**src/rtl/i2s_pkg.sv**
```systemverilog
// Shared I2S types: receiver FSM states and channel encoding on lrclk.
package i2s_pkg;

  typedef enum logic [1:0] {ALIGN, SHIFT, HOLD} i2s_rx_state_t;

  localparam logic I2S_LEFT  = 1'b0;
  localparam logic I2S_RIGHT = 1'b1;

endpackage

```
**src/rtl/i2s_rx_sync_edge.sv**
```systemverilog
// Multi-stage synchroniser for an asynchronous pin with a rising-edge strobe.
module sync_edge #(
  parameter int STAGES = 2
) (
  input  logic clk,
  input  logic rst_n,
  input  logic din,
  output logic rise
);

  logic [STAGES-1:0] chain;
  logic              prev;

  always_ff @(posedge clk or negedge rst_n) begin
    if (!rst_n) begin
      chain <= '0;
      prev  <= 1'b0;
    end else begin
      chain <= {chain[STAGES-2:0], din};
      prev  <= chain[STAGES-1];
    end
  end

  assign rise = chain[STAGES-1] & ~prev;

endmodule

```
**src/rtl/i2s_rx.sv**
```systemverilog
// I2S ADC receiver: oversamples bclk/lrclk/adcdat on clk and assembles
// MSB-aligned left/right words, publishing them together once per frame.
module i2s_rx
  import i2s_pkg::*;
#(
  parameter int DATA_WIDTH  = 16,
  parameter int SYNC_STAGES = 2
) (
  input  logic                  clk,
  input  logic                  rst_n,
  input  logic                  bclk,
  input  logic                  lrclk,
  input  logic                  adcdat,
  output logic [DATA_WIDTH-1:0] left_out,
  output logic [DATA_WIDTH-1:0] right_out,
  output logic                  sample_valid,
  output logic                  frame_err,
  output logic                  aligned
);

  localparam int CW = $clog2(DATA_WIDTH + 1);

  logic                   bclk_rise;
  logic [SYNC_STAGES-1:0] lr_chain, dat_chain;
  logic                   lr_s, dat_s;

  sync_edge #(.STAGES(SYNC_STAGES)) u_bclk_sync (
    .clk  (clk),
    .rst_n(rst_n),
    .din  (bclk),
    .rise (bclk_rise)
  );

  // Same depth as the bclk chain so lrclk/adcdat line up with bclk_rise.
  always_ff @(posedge clk or negedge rst_n) begin
    if (!rst_n) begin
      lr_chain  <= '0;
      dat_chain <= '0;
    end else begin
      lr_chain  <= {lr_chain[SYNC_STAGES-2:0], lrclk};
      dat_chain <= {dat_chain[SYNC_STAGES-2:0], adcdat};
    end
  end

  assign lr_s  = lr_chain[SYNC_STAGES-1];
  assign dat_s = dat_chain[SYNC_STAGES-1];

  i2s_rx_state_t          state, state_nx;
  logic [CW-1:0]          bit_cnt, bit_cnt_nx;
  logic                   chan, chan_nx;
  logic                   lr_prev, lr_prev_nx;
  logic                   lr_seen, lr_seen_nx;
  logic                   left_ok, left_ok_nx;
  logic [DATA_WIDTH-1:0]  shreg, shreg_nx, hold_l, hold_l_nx;
  logic [DATA_WIDTH-1:0]  left_nx, right_nx;
  logic                   valid_nx, err_nx, aligned_nx;
  logic                   boundary, last_bit;
  logic [DATA_WIDTH-1:0]  shifted;

  always_ff @(posedge clk or negedge rst_n) begin
    if (!rst_n) begin
      state        <= ALIGN;
      bit_cnt      <= '0;
      chan         <= I2S_LEFT;
      lr_prev      <= 1'b0;
      lr_seen      <= 1'b0;
      left_ok      <= 1'b0;
      shreg        <= '0;
      hold_l       <= '0;
      left_out     <= '0;
      right_out    <= '0;
      sample_valid <= 1'b0;
      frame_err    <= 1'b0;
      aligned      <= 1'b0;
    end else begin
      state        <= state_nx;
      bit_cnt      <= bit_cnt_nx;
      chan         <= chan_nx;
      lr_prev      <= lr_prev_nx;
      lr_seen      <= lr_seen_nx;
      left_ok      <= left_ok_nx;
      shreg        <= shreg_nx;
      hold_l       <= hold_l_nx;
      left_out     <= left_nx;
      right_out    <= right_nx;
      sample_valid <= valid_nx;
      frame_err    <= err_nx;
      aligned      <= aligned_nx;
    end
  end

  // lr_seen keeps the very first sampled lrclk from counting as an edge.
  assign boundary = lr_seen && (lr_s != lr_prev);
  assign last_bit = (bit_cnt == CW'(DATA_WIDTH - 1));
  assign shifted  = {shreg[DATA_WIDTH-2:0], dat_s};

  always_comb begin
    state_nx   = state;
    bit_cnt_nx = bit_cnt;
    chan_nx    = chan;
    lr_prev_nx = lr_prev;
    lr_seen_nx = lr_seen;
    left_ok_nx = left_ok;
    shreg_nx   = shreg;
    hold_l_nx  = hold_l;
    left_nx    = left_out;
    right_nx   = right_out;
    valid_nx   = 1'b0;
    err_nx     = 1'b0;
    aligned_nx = aligned;
    if (bclk_rise) begin
      lr_prev_nx = lr_s;
      lr_seen_nx = 1'b1;
      case (state)
        ALIGN: begin
          if (boundary) begin
            state_nx   = SHIFT;
            bit_cnt_nx = '0;
            chan_nx    = lr_s;
            aligned_nx = 1'b1;
          end
        end
        SHIFT: begin
          // A boundary carrying the final bit is the LSB of an exact-width slot.
          if (!boundary || last_bit) begin
            shreg_nx   = shifted;
            bit_cnt_nx = bit_cnt + CW'(1);
            if (last_bit) begin
              state_nx = HOLD;
              if (chan == I2S_LEFT) begin
                hold_l_nx  = shifted;
                left_ok_nx = 1'b1;
              end else if (left_ok) begin
                left_nx    = hold_l;
                right_nx   = shifted;
                valid_nx   = 1'b1;
                left_ok_nx = 1'b0;
              end
            end
          end else begin
            err_nx     = 1'b1;
            left_ok_nx = 1'b0;
          end
          if (boundary) begin
            state_nx   = SHIFT;
            bit_cnt_nx = '0;
            chan_nx    = lr_s;
          end
        end
        HOLD: begin
          if (boundary) begin
            state_nx   = SHIFT;
            bit_cnt_nx = '0;
            chan_nx    = lr_s;
          end
        end
        default: state_nx = ALIGN;
      endcase
    end
  end

endmodule

```
**config.mk**
```make
export PLATFORM = sky130hd
export DESIGN_NAME = i2s_rx
export DESIGN_NICKNAME = d
export VERILOG_FILES = /design/src/rtl/i2s_pkg.sv /design/src/rtl/i2s_rx_sync_edge.sv /design/src/rtl/i2s_rx.sv
export SDC_FILE = /design/constraint.sdc
export NUM_CORES = 1
export LEC_CHECK = 0
export ABC_AREA = 1
export ABC_CLOCK_PERIOD_IN_PS = 4500
export CORE_MARGIN = 8
export CORE_UTILIZATION = 38
export CTS_BUF_LIST = sky130_fd_sc_hd__clkbuf_16
export CTS_CLUSTER_DIAMETER = 30
export DETAILED_ROUTE_END_ITERATION = 10
export SYNTH_ARGS = -nofsm -noshare
export SYNTH_HDL_FRONTEND = slang
export SYNTH_HIERARCHICAL = 1
export SYNTH_SLANG_ARGS = --single-unit
```
**constraint.sdc**
```tcl
create_clock -name clk -period 4.5 [get_ports clk]
set_input_delay 0.9 -clock clk [delete_from_list [all_inputs] [get_ports clk]]
set_output_delay 0.9 -clock clk [all_outputs]
set_load 0.01 [all_outputs]
```
Yosys cells after proc, flatten, opt, wreduce, memory -nomap -nowiden:

Cells that the tools add are included.

* bits of input ports: 5
* output and inout port bits: 35
* bits in registers: 84
* word-level logic and storage cells: 65

* reduce and logical (&&, ||, !) cells: 15
* mux-type cells: 21
* bitwise operators: 3
* add/sub/neg operators: 1
* eq/ne operators: 8

Operator list (count)
* 5-bit 2-to-1 mux: 3
* 1-bit 2-to-1 mux: 12
* 3-bit AND reduction: 4
* 5-bit case mux with 2 select lines: 1
* 2-bit 2-to-1 mux: 4
* 4-bit AND reduction: 2
* 3-bit != test (second input constant): 2
* 6-bit AND reduction: 1
* 5-bit by 1-bit adder with 5-bit output (second input constant): 1
* 5-bit by 4-bit equality test with 1-bit output (second input constant): 1
* 5-bit AND reduction: 1
* 2-bit case mux with 2 select lines: 1
* 3-bit OR reduction: 1
* 2-bit by 1-bit equality test with 1-bit output (second input constant): 1
* 2-bit equality test (second input constant): 1
* 2-bit logical NOT: 1
* 2-bit by 1-bit != test with 1-bit output (second input constant): 1
* 2-bit != test (second input constant): 1
* 1-bit inverter: 2
* 2-bit nonzero test: 1
* 2-bit OR reduction: 1
* 1-bit bitwise AND: 1
* 1-bit logical AND: 1
* 1-bit logical NOT: 1
* 2 further kinds: 2

Longest topological paths before layout:

Gate-level depths: netlist of run 1.

* depth in word-level cells: 7
* mapped depth: 10
* gate-level depth less buffers: 9

Cells and area by module:

The synthesis of run 1 kept the hierarchy.

Modules (own cells, without submodules)
* i2s_rx: area each 3313.2 um^2, times used 1, cells each 360, seq. area each 2026.9 um^2
* sync_edge: area each 85.1 um^2, times used 1, cells each 5, seq. area each 75.1 um^2

Worst setup path after synthesis of run 1:

OpenSTA, ideal clock, no wires.

* path kind: reg-to-reg
* start point: reg bit_cnt[0]
* end point: reg shreg[0]
* arrival: 1.498 ns
* setup time: 0.117 ns
* path slack: 2.886 ns
* buffers on the path: 1
* stages on the path, launching flop included: 11
* required time: 4.383 ns
* period minus slack after synthesis: 1.614 ns
* cell sequence: dfrtp_1 -> ha_1 -> nand2_1 -> nor2_1 -> ha_1 -> inv_1 -> nand2_2 -> nand2_2 -> buf_4 -> nand2_1 -> nand2_1

* longest elaborated chain between the ends: 3

RTL lines
* start, declared: line i2s_rx.sv:49 `logic [CW-1:0] bit_cnt, bit_cnt_nx;`
* start signal, assigned: line i2s_rx.sv:77 `bit_cnt <= bit_cnt_nx;`
* 5-bit by 4-bit equality test with 1-bit output: line i2s_rx.sv:94 `assign last_bit = (bit_cnt == CW'(DATA_WIDTH - 1));`
* 1-bit logical OR: line i2s_rx.sv:125 `if (!boundary || last_bit) begin`
* 3-bit AND reduction (no line)
* end signal, assigned: line i2s_rx.sv:82 `shreg <= shreg_nx;`
* end, declared: line i2s_rx.sv:54 `logic [DATA_WIDTH-1:0] shreg, shreg_nx, hold_l, hold_l_nx;`

Every way passes these cells.
A chain may end at the register's enable or synchronous reset.

Final worst setup path of run 1:

* start point: reg u_bclk_sync.prev
* end point: reg right_out[6]

* longest elaborated chain between the ends: 3

RTL lines
* start, declared: line i2s_rx_sync_edge.sv:12 `logic prev;`
* start signal, assigned: line i2s_rx_sync_edge.sv:20 `prev <= chain[STAGES-1];`
* 1-bit inverter: line i2s_rx_sync_edge.sv:24 `assign rise = chain[STAGES-1] & ~prev;`
* 1-bit bitwise AND: line i2s_rx_sync_edge.sv:24
* via bclk_rise: line i2s_rx.sv:23 `logic bclk_rise;`
* 6-bit AND reduction (no line)
* end signal, assigned: line i2s_rx.sv:85 `right_out <= right_nx;`
* end, declared: line i2s_rx.sv:15 `output logic [DATA_WIDTH-1:0] right_out,`

The timed path passes the listed nets, and every way through them passes these cells.

==> results of run 1 <==
-- worst max-delay path by stage --
stage	end	cells past startpoint	from	slack [ns]
4_1_cts	hold_l[0]	8	u_bclk_sync/prev	1.91
3_5_place_dp	hold_l[0]	8	u_bclk_sync/prev	1.90
2_1_floorplan	shreg[0]	10	bit_cnt[0]	2.89
3_3_place_gp	hold_l[1]	8	u_bclk_sync/prev	1.99
6_report	right_out[6]	7	u_bclk_sync/prev	1.93
5_1_grt	left_out[7]	8	u_bclk_sync/chain[1]	1.64
-- kinds of logic after synthesis --
| logic type | Yosys count | synth area share |
|---|---|---|
| DFF | 84 | 0.619 |
| adders and majority gates | 3 | 0.0110 |
| AOI/OAI and AO/OA | 43 | 0.0641 |
| xor gates and xnor gates | 1 | 0.00258 |
| buffers and inverters | 31 | 0.0501 |
| and+or+nand+nor | 203 | 0.254 |
-- cell usage after synthesis --
library cell,n,area share
nand2_2,2,0.0037
buf_6,5,0.017
inv_1,13,0.014
nor2_1,4,0.0044
ha_1,3,0.011
o21ai_0,38,0.056
nor2_8,1,0.0059
xor2_1,1,0.0026
nand2_1,151,0.17
clkbuf_2,3,0.0044
nand3_1,39,0.057
nor2_2,2,0.0037
nand2_4,2,0.0066
nor2_4,1,0.0033
buf_4,2,0.0044
or2_2,1,0.0018
a21oi_1,3,0.0044
o21ai_1,1,0.0015
buf_2,4,0.0059
o21bai_1,1,0.0022
dfrtp_1,84,0.62
inv_2,1,0.0011
clkbuf_1,3,0.0033
-- where the power goes --
part,switching (mW),leakage [nW],internal (mW)
Clock,0.300,0.144,0.432
Sequential,0.0448,1.14,0.799
Combinational,0.0926,0.884,0.0391
Total,0.437,2.17,1.27
-- registers in the layout, indices dropped and copies added (netlist names) --
name and cells:
chan 1, aligned 1, lr_seen 1, frame_err 1
u_bclk_sync/chain 2, shreg 15, right_out 16, u_bclk_sync/prev 1
bit_cnt 5, lr_prev 1, left_out 16, lr_chain 2
dat_chain 2, hold_l 16, left_ok 1, sample_valid 1
state 2
-- routing by layer --
metal	GRT usage	up-vias	share of wire
met2	0.156	34	0.43
met4	0.0595	0	0.0090
met5	0	-	0
met3	0.0319	5	0.045
li1	-	1244	-
met1	0.163	1181	0.51
-- worst register-to-register path: cells and delay by family, from the launching register on --
kind	cells	cell delay, ns
AND/OR/NAND/NOR	6	2.07
flip-flops	1	0.37
buffers and inverters	1	0.08
-- area by class of cell --
class,instances,area share
multi-input combinational,250,0.274
clock buffer,9,0.0548
inverter,14,0.0128
clock inverter,7,0.0177
sequential,84,0.512
tap,108,0.0329
timing repair buffer,40,0.0962
==> impl_metrics.yaml, run 1 <==
status:
  run_status: "finished, final reports clean"
timing:
  worstMarginPinSlew_ns: 1.04
  layout_setup_ws_ns: 1.93
  tns_ns: 0
  fmax_mhz: 389
  timing.hold.ws_ns: 0.351
  fin_crit_sh: 0.571
  finalHoldViolCount: 0
  max_slew_margin: 0.306
  timing.final.max_slew_violations: 0
  fin_crit_ns: 2.57
  grt_setup_unrepaired: "false"
  setup_violations: 0
  worst_clock_skew_ns: 0.00952
worst_setup_path:
  cp.buffers_inverters: 1
  worstSetupPathType: "register to register"
  max_stage_delay_ns: 0.70
  critPathArrivalTime_ns: 2.84
  rr_endpoint: "right_out[6]"
  rrSetupSlack_ns: 1.93
  crit_required_ns: 4.76
  cp_top_family: "simple AND/OR/NAND/NOR gates"
  worstReg2RegStart: "u_bclk_sync/prev"
  cp-end-kind: "register"
  cp-start-kind: "register"
  worstRegToRegCells: 7
  cpMaxStageDelayCell: "nor2_2"
  crit_fanout: 34
  path_cells: "nor2_2 -> inv_2 -> nor2_2 -> nand2_4 -> nor2_8 -> nand2_1 -> nand2_1"
clock_tree:
  cts_buffers: 9
  clk_pin_slew_worst_paths_ns: 0.07
  cts.repair.resized: 0
  postCtsSetupBuffers: 0
  clockBufferDepth: 2
  clock_sinks: 84
  root_buffer: "clkbuf_16"
  ctsHoldBuffers: 0
  htree_num_levels: 3
  clock_latency_ns: 0.33
  cts_tree: "built"
cells_and_area:
  drive_above_1_share: 0.0668
  antennaDiodeCount: 0
  postLayoutCellArea_sq_um: 4110
  final_common_cell: "nand2_1"
  nets: 407
  layout_common_cells: "151 x nand2_1, 84 x dfrtp_1, 39 x nand3_1"
  stdcell_count: 512
  ff_latch_area_sq_um: 2100
  syn_to_final_growth_pct: 20.9
  fin_util: 0.473
  multi_input_area_sq_um: 1130
  n_fill_cell: 846
detailed_routing:
  via_per_inst: 4.81
  drt-pass1-iter-count: 4
  antenna_left: 0
  wl_per_cell_um: 13.2
  num_vias: 2464
  drc: 0
  drt_wl_total_um: 6770
  drt_iter0_drc: 99
grt:
  overflow: 0
  grt_pass1_wl_um: 11900
  track_usage: 0.116
  grt_start_max_net_pins: 85
  grt_pass1_vias: 2427
  antenna_found_initial: 0
place:
  placed_cells: 496
  place_congestion: 0.774
  dp.final_hpwl_um: 4430
  portBuffers: 39
  dp_slack_ns: 1.90
  dpl_cell_area_sq_um: 3810
floorplan:
  start_util: 0.392
  rows: 34
  dieArea_sq_um: 12200
  die_h_um: 111
  num_io_pins: 40
  coreArea_sq_um: 8680
  die_x_um: 111
power:
  leakagePower_nw: 2.17
  powerDensity_nw_per_um2: 415
  ir_drop_mv: 0.206
  power_mw: 1.71
min_path:
  hp-class: "register to register"
  whs_endpoint: "dat_chain[1]"
  min_from: "dat_chain[0]"
  whs_path_depth: 0
synth:
  syn_avg_cell_area_sq_um: 9.31
  ys_ff_latch: 84
  syn_nets: 373
  synth_cells: 365
  yosysWarnings: 6
  ys_seq_area_frac: 0.619
  synth.distinct_cells: 23
  synth_area_sq_um: 3400
flow_run:
  drv_cap: 0
Note: power is estimated with default switching activity, not from simulation.
==> run 2: changes to the inputs <==
--- a/config.mk
+++ b/config.mk
@@ -6,7 +6,7 @@
 export NUM_CORES = 1
 export LEC_CHECK = 0
 export ABC_AREA = 1
-export ABC_CLOCK_PERIOD_IN_PS = 4500
+export ABC_CLOCK_PERIOD_IN_PS = 2400
 export CORE_MARGIN = 8
 export CORE_UTILIZATION = 38
 export CTS_BUF_LIST = sky130_fd_sc_hd__clkbuf_16
==> constraint.sdc (replaced) <==
create_clock -name clk -period 2.4 [get_ports clk]
set_input_delay 0.48 -clock clk [delete_from_list [all_inputs] [get_ports clk]]
set_output_delay 0.48 -clock clk [all_outputs]
set_load 0.01 [all_outputs]
==> run 2 against run 1 <==
Routed wire length is 5.4% higher. Utilization increased by 0.58 points. Critical path depth increased by 2. Die area did not move. Hold slack got worse by 0.21 ns. Sequential power is 87% higher. Clock-buffer cell count did not move. Flip-flop and latch count unchanged. Via count increased by 1.6%. Critical endpoint is now shreg[7]. Largest cell class unchanged. Highest routed layer unchanged.
==> impl_metrics.yaml, run 2 (synthesis gave the netlist of run 1 again) <==
clock_tree:
  clk_pin_slew_worst_paths_ns: 0.06
  clockBufferDepth: 2
  postCtsSetupBuffers: 0
  clock_latency_ns: 0.33
  clock_sinks: 84
  ctsHoldBuffers: 0
  cts.repair.resized: 0
  cts_buffers: 9
  root_buffer: "clkbuf_16"
  cts_tree: "built"
  htree_num_levels: 3
cells_and_area:
  ff_latch_area_sq_um: 2100
  postLayoutCellArea_sq_um: 4160
  nets: 411
  reg_top3: "hold_l: 16 flops, left_out: 16 flops, right_out: 16 flops"
  antennaDiodeCount: 0
  n_fill_cell: 843
  layout_common_cells: "151 x nand2_1, 84 x dfrtp_1, 39 x nand3_1"
  final_common_cell: "nand2_1"
  syn_to_final_growth_pct: 22.4
  drive_above_1_share: 0.0713
  multi_input_area_sq_um: 1130
worst_setup_path:
  worstSetupPathType: "register to register"
  cp-end-kind: "register"
  worstRegToRegCells: 9
  critPathArrivalTime_ns: 2.27
  endpoint: "shreg[7]"
  crit_fanout: 18
  crit_required_ns: 2.62
  cp-start-kind: "register"
  rr_endpoint: "shreg[7]"
  worstReg2RegStart: "bit_cnt[0]"
  rrSetupSlack_ns: 0.35
  critPathLaunch: "bit_cnt[0]"
power:
  power.switching_uw: 790
  p_sw_frac: 0.242
  power.clock.fraction: 0.435
  ir_drop_mv: 0.508
  pwr-share-comb: 0.081
  leakagePower_nw: 2.19
  powerDensity_nw_per_um2: 786
  power_frac_seq: 0.484
  power_mw: 3.27
  p_int_mw: 2.48
timing:
  finalHoldViolCount: 0
  fmax_mhz: 487
  setup_violations: 0
  fin_crit_ns: 2.05
  worst_clock_skew_ns: 0.00404
  timing.final.max_slew_violations: 0
  max_slew_margin: 0.637
  fin_crit_sh: 0.855
  tns_ns: 0
  worstMarginPinSlew_ns: 0.544
  layout_setup_ws_ns: 0.348
  grt_setup_unrepaired: "false"
floorplan:
  coreArea_sq_um: 8680
  num_io_pins: 40
  die_h_um: 111
  die_x_um: 111
  rows: 34
  start_util: 0.392
  dieArea_sq_um: 12200
detailed_routing:
  wl_per_cell_um: 13.8
  antenna_left: 0
  drt_wl_total_um: 7130
  via_per_inst: 4.86
  num_vias: 2503
  drt_iter0_drc: 95
  drt-pass1-iter-count: 4
  drc: 0
min_path:
  hp-class: "primary input to asynchronous set/reset pin"
grt:
  antenna_found_initial: 0
  grt_start_max_net_pins: 45
  grt_pass1_wl_um: 12600
  overflow: 0
  track_usage: 0.121
  grt_pass1_vias: 2662
place:
  dp_slack_ns: 0.375
  dpl_cell_area_sq_um: 3850
  portBuffers: 39
  dp.final_hpwl_um: 4630
  place_congestion: 0.770
status:
  run_status: "finished, final reports clean"
flow_run:
  drv_cap: 0
==> run 2: area by class of cell <==
class,instances,area share
inverters,14,0.0126
clock inverters,6,0.0193
clock buffers,9,0.0542
multi-input cells,250,0.271
repair buffers,44,0.105
well taps,108,0.0325
flip-flops and latches,84,0.505
==> run 2: critical path, cell delays in order (launching register included) <==
cell and delay (ns):
dfrtp_1 0.40, ha_1 0.19, nand2_1 0.07, nor2_1 0.14
ha_1 0.24, inv_1 0.10, nand2_2 0.32, nand2_2 0.29
nand2_1 0.13, nand2_1 0.05
==> run 2: worst min-delay path by stage <==
stage                              start                   end  slack, ns
floorplan                          rst_n               aligned       0.18
global placement            dat_chain[0]          dat_chain[1]       0.33
detailed placement  u_bclk_sync/chain[0]  u_bclk_sync/chain[1]       0.34
CTS                                rst_n          right_out[1]       0.15
global route                       rst_n           lr_chain[1]       0.18
finish                             rst_n               lr_seen       0.14
==> run 2: routing by layer <==
metal  global-route usage  share of wire  wire (um)
met1                0.153           0.49       3510
met2                0.187           0.45       3210
met3               0.0395          0.047        333
met4               0.0468          0.012         85
met5                    0              0          0
==> run 2: per-stage QoR <==
stage | util | hold WS, ns | cells
4_1_cts | 0.479 | 0.155 | 515
3_5_place_dp | 0.444 | 0.336 | 500
2_1_floorplan | - | 0.184 | 365
5_1_grt | 0.479 | 0.180 | 515
6_report | 0.479 | 0.138 | 515
3_3_place_gp | 0.444 | 0.332 | 500
==> run 2: power groups by stage <==
stage                     Clock [mW]  Sequential (mW)  Combinational, mW
after floorplan                    0             1.59              0.177
after global placement             0             1.60              0.257
after detailed placement           0             1.60              0.267
after CTS                       1.45             1.58              0.268
after global routing            1.49             1.59              0.307
final                           1.42             1.58              0.265
